--- src/rtl/seq_det_pkg.sv ---
// Shared helpers for the parametrised sequence detector: state width and the
// prefix-automaton transition used to build the next-state tables.
package seq_det_pkg;

  localparam int unsigned MAX_PAT_W = 16;

  typedef enum logic {
    NON_OVERLAP = 1'b0,
    OVERLAP     = 1'b1
  } ovl_mode_e;

  function automatic int unsigned state_w(input int unsigned pat_w);
    return $clog2(pat_w + 1);
  endfunction

  // Longest prefix of the pattern that is a suffix of (first k pattern bits, then b).
  function automatic int unsigned next_prefix(input logic [MAX_PAT_W-1:0] pattern,
                                              input int unsigned pat_w,
                                              input int unsigned k,
                                              input logic b);
    logic [MAX_PAT_W:0] s;
    int unsigned        best;
    logic               ok;
    s = '0;
    for (int unsigned i = 0; i < MAX_PAT_W; i++) begin
      if (i < k) s[i] = pattern[pat_w-1-i];
    end
    s[k] = b;
    best = 0;
    for (int unsigned j = 1; j <= MAX_PAT_W; j++) begin
      if (j <= pat_w && j <= k + 1) begin
        ok = 1'b1;
        for (int unsigned i = 0; i < MAX_PAT_W; i++) begin
          if (i < j && s[k+1-j+i] != pattern[pat_w-1-i]) ok = 1'b0;
        end
        if (ok) best = j;
      end
    end
    return best;
  endfunction

endpackage

--- src/rtl/seq_detector_param_sat_counter.sv ---
// Saturating up-counter with synchronous clear; holds at all-ones.
module sat_counter #(
  parameter int CNT_W = 8
) (
  input  logic             clk_i,
  input  logic             rst_ni,
  input  logic             inc_i,
  input  logic             clr_i,
  output logic [CNT_W-1:0] count_o
);

  logic [CNT_W-1:0] cnt_q, cnt_d;

  always_comb begin
    cnt_d = cnt_q;
    if (clr_i)                      cnt_d = '0;
    else if (inc_i && cnt_q != '1)  cnt_d = cnt_q + 1'b1;
  end

  always_ff @(posedge clk_i or negedge rst_ni) begin
    if (!rst_ni) cnt_q <= '0;
    else         cnt_q <= cnt_d;
  end

  assign count_o = cnt_q;

endmodule

--- src/rtl/seq_detector_param.sv ---
// Moore serial pattern detector with valid qualifier, overlap mode,
// synchronous clear and a saturating match counter.
module seq_detector_param
  import seq_det_pkg::*;
#(
  parameter int             PAT_W   = 3,
  parameter logic [PAT_W-1:0] PATTERN = 3'b011,
  parameter int             CNT_W   = 8
) (
  input  logic             clk,
  input  logic             rst_n,
  input  logic             x,
  input  logic             x_valid,
  input  logic             overlap_en,
  input  logic             clear,
  output logic             out,
  output logic [CNT_W-1:0] match_cnt
);

  if (PAT_W < 2 || PAT_W > 16 || CNT_W < 1) begin : g_bad_params
    $fatal(1, "seq_detector_param: PAT_W must be 2..16 and CNT_W >= 1");
  end

  localparam int unsigned            SW       = state_w(PAT_W);
  localparam int unsigned            NCODE    = 2 ** SW;
  localparam logic [SW-1:0]          MATCH_ST = SW'(PAT_W);
  localparam logic [MAX_PAT_W-1:0]   PAT_EXT  = MAX_PAT_W'(PATTERN);

  logic [SW-1:0] state_q, state_d;
  logic [SW-1:0] nxt0 [NCODE];
  logic [SW-1:0] nxt1 [NCODE];
  logic [SW-1:0] from_st, step_st;
  logic          cnt_inc;
  ovl_mode_e     mode;

  // Transition tables are elaboration constants; unused codes fall back to S0.
  for (genvar k = 0; k < NCODE; k++) begin : g_tab
    if (k <= PAT_W) begin : g_live
      assign nxt0[k] = SW'(next_prefix(PAT_EXT, PAT_W, k, 1'b0));
      assign nxt1[k] = SW'(next_prefix(PAT_EXT, PAT_W, k, 1'b1));
    end else begin : g_dead
      assign nxt0[k] = '0;
      assign nxt1[k] = '0;
    end
  end

  assign mode = ovl_mode_e'(overlap_en);

  always_comb begin
    state_d = state_q;
    cnt_inc = 1'b0;
    from_st = state_q;
    // Non-overlap discards the matched bits: leave MATCH as if from S0.
    if (state_q == MATCH_ST && mode == NON_OVERLAP) from_st = '0;
    step_st = x ? nxt1[from_st] : nxt0[from_st];
    if (clear) begin
      state_d = '0;
    end else if (x_valid) begin
      state_d = step_st;
      cnt_inc = (step_st == MATCH_ST);
    end
  end

  always_ff @(posedge clk or negedge rst_n) begin
    if (!rst_n) state_q <= '0;
    else        state_q <= state_d;
  end

  assign out = (state_q == MATCH_ST);

  sat_counter #(
    .CNT_W(CNT_W)
  ) u_cnt (
    .clk_i  (clk),
    .rst_ni (rst_n),
    .inc_i  (cnt_inc),
    .clr_i  (clear),
    .count_o(match_cnt)
  );

endmodule

--- config.mk ---
export PLATFORM = sky130hd
export DESIGN_NAME = seq_detector_param
export DESIGN_NICKNAME = d
export VERILOG_FILES = /design/src/rtl/seq_det_pkg.sv /design/src/rtl/seq_detector_param_sat_counter.sv /design/src/rtl/seq_detector_param.sv
export SDC_FILE = /design/constraint.sdc
export NUM_CORES = 1
export LEC_CHECK = 0
export CAP_MARGIN = 20
export CORE_MARGIN = 10
export CORE_UTILIZATION = 30
export CTS_CLUSTER_DIAMETER = 60
export DETAILED_ROUTE_END_ITERATION = 7
export PLACE_DENSITY = 0.61
export SYNTH_ARGS = -nofsm -noshare
export SYNTH_HDL_FRONTEND = slang
export SYNTH_HIERARCHICAL = 1
export SYNTH_SLANG_ARGS = --single-unit
--- constraint.sdc ---
create_clock -name clk -period 4.35 [get_ports clk]
set_input_delay 0.87 -clock clk [delete_from_list [all_inputs] [get_ports clk]]
set_output_delay 0.87 -clock clk [all_outputs]
set_load 0.01 [all_outputs]
==> summary.txt <==
Finish
  – Layout area overhead: 29.7%
  – FF+latch area: ~250 µm²
  – Post-layout nets: 86
  – Fraction of layout cells with a size suffix above 1: 0.107
  – Multi-input logic area: 315 µm²
  – Antenna diodes: 0
  – Most frequent cells in the layout: 13 x clkdlybuf4s50_1, 10 x dfrtp_1
  – Most common cell after layout, fill and taps aside: clkdlybuf4s50_1
  – Fillers: 195

Logic synthesis
  – Largest family of logic cells by synthesized area: simple AND/OR/NAND/NOR gates
  – Synth Area in Compound Gates: 0.123
  – Avg Inst Size Synth: 9.66 µm²
  – Number of flops mapped to enable cells by yosys: 0
  – Post-synthesis cell area: 589 µm²
  – Async set-reset flop share out of synthesis: 1.00
  – Cells after synthesis: 61
  – Unique masters post-synth: 31
  – Yosys warning total: 6
  – Post-synth net total: 70
  – Post-Synth XOR/XNOR Area: 0
  – Multiplexer share of the synthesized area: 0.0552
  – Adder-cell share of the synthesized area: 0.0637
  – Most used DFF post-synth: dfrtp_1
  – Simple-gate share of the synthesized area: 0.293
  – Flops & latches, synth: 10
  – Sequential share of the synthesized area: 0.425

Global route
  – Initial antenna violation count: 0
  – Wire length of the first global-routing pass: 2140 µm
  – Number of global-route vias before repair: 473
  – Largest net degree at the start of global routing: 15
  – GRT Total Usage: 0.0638
  – Grt ovf: 0

Route
  – Vias per cell: 4.94
  – # DRC: 0
  – Via count: 494
  – Routed len/inst: 12.8 µm
  – Pre-Repair DR Iteration Count: 4
  – Antenna-violating nets left: 0
  – Drt first-iter violations: 16
  – Routed wire length: 1280 µm

CTS
  – Clk Tree Root Cell: clkbuf_4
  – CTS sink cnt: 10
  – TritonCTS Buffers: 3
  – CTS tree: built
  – Post-CTS Setup Inserts: 0
  – H-tree levels: 1
  – Clock latency on the worst-skew pair: ~0.26 ns
  – # resized after CTS: 0
  – CTS clk-pin slew, worst paths: 0.06 ns
  – Clock buffer depth: 2
  – Hold buffers post-CTS: 0

STA
  – Max-slew headroom: 0.692
  – Hold Violations, Final: 0
  – Crit path time final: approximately 2.6 ns
  – Clock Skew: 0.00253 ns
  – RSZ-0062 raised after global routing: no
  – Setup slack after layout: between 1.5 and 2 ns
  – Max-slew violations: 0
  – Fmax: just under 400 MHz
  – Crit share post-route: 0.587
  – # setup viols final: 0
  – TNS Setup: 0 ns
  – Slew @ Worst Pin: 0.461 ns

Min path
  – Hold path startpoint: state_q[1]$_DFFE_PN0P_
  – Hold/Removal Path Class: register to register

Critical path
  – CP max FO: 14
  – Crit start category: input pin
  – Crit. End Element: register
  – WP data required: 4.51 ns
  – CP Launch Point: clear
  – Reg2reg start: state_q[0]$_DFFE_PN0P_
  – Setup CP Type: input pin to register
  – Worst Path Arrival: 2.72 ns

Placement
  – GPL Wtd Cong: 0.816
  – Post-DP HPWL: 961 µm
  – IO buf count: 13
  – Pre-CTS setup slack: 1.52 ns

Power
  – Worst VDD drop: 101 µV
  – Pwr dens: 220 mW/mm²
  – Leakage: a little over 0.3 nW

Floorplanning
  – FP Rows: 15
  – Core Region: 0.00180 mm²
  – Die area: ~0.0041 mm²
  – Initial core utilization: 0.327
  – DIE WIDTH: 64.3 µm
  – Io pins: 15
  – Die Ht: around 64 µm

Run status
  – Outcome: finished clean

Flow run
  – Maxcap violations: 0
[area by class of cell]
class                      instances  share of cell area
clock buffer                       3              0.0295
inverter                           4              0.0196
multi-input combinational         45               0.412
sequential                        10               0.327
tap                               25              0.0409
timing repair buffer              13               0.170
[worst paths after layout]
check	end	slack (ns)	depth (start not counted)
worst max-delay path	u_cnt/count_o[7]$_DFFE_PN0P_	1.80	5
worst min-delay path	state_q[1]$_DFFE_PN0P_	0.57	2
worst max register to register	u_cnt/count_o[7]$_DFFE_PN0P_	2.61	6
worst min register to register	state_q[1]$_DFFE_PN0P_	0.57	2
max in group asynchronous	state_q[1]$_DFFE_PN0P_	3.11	1
min in group asynchronous	u_cnt/count_o[6]$_DFFE_PN0P_	0.93	1
[routing by layer]
metal / global-route usage / vias to the layer above / share of wire
li1: - / 252 / -
met1: 0.0779 / 231 / 0.46
met2: 0.0899 / 9 / 0.46
met3: 0.0314 / 2 / 0.071
met4: 0.0321 / 0 / 0.0070
met5: 0 / - / 0
[cells by family (layout without fill, tap and decap cells)]
logic type | count (synthesis) | count (layout)
simple gates | 28 | 28
flops | 10 | 10
mux | 3 | 3
fa+ha+maj | 3 | 3
compound gates | 11 | 11
buf+inv | 6 | 20
[through the flow]
step                cells  instance area, µm²  total power [mW]   util  hold slack, ns
floorplan              61                 589             0.101      -           0.530
global route          100                 764             0.176  0.424           0.607
finish                100                 764             0.168  0.424           0.571
detailed placement     97                 742             0.109  0.412           0.573
CTS                   100                 764             0.171  0.424           0.580
global placement       97                 742             0.108  0.412           0.558
[critical path: stages]
cell and delay [ns]:
clkdlybuf4s50_1 0.64, and4b_2 0.49, nand3_1 0.15, or3_1 0.33, a211oi_1 0.23
[power by group]
part | switching, mW | internal (mW)
Clock | 0.0296 | 0.0319
Combinational | 0.00585 | 0.00569
Sequential | 0.000846 | 0.0940
Total | 0.0363 | 0.132
[sequential cells by signal, indices dropped and copies added (netlist names)]
signal         cells
u_cnt/count_o      8
state_q            2
[synth_stat cells (2+ instances only)]
master	number	area [µm²]
nand3_1	2	10.0
nor3_1	4	20.0
a21oi_1	4	20.0
nor2b_1	3	18.8
dfrtp_1	10	250
nand2_1	2	7.51
nand2b_1	4	25.0
mux2_2	2	22.5
nor2_1	3	11.3
ha_1	3	37.5
inv_1	4	15.0
(Power assumes the default switching activity.)
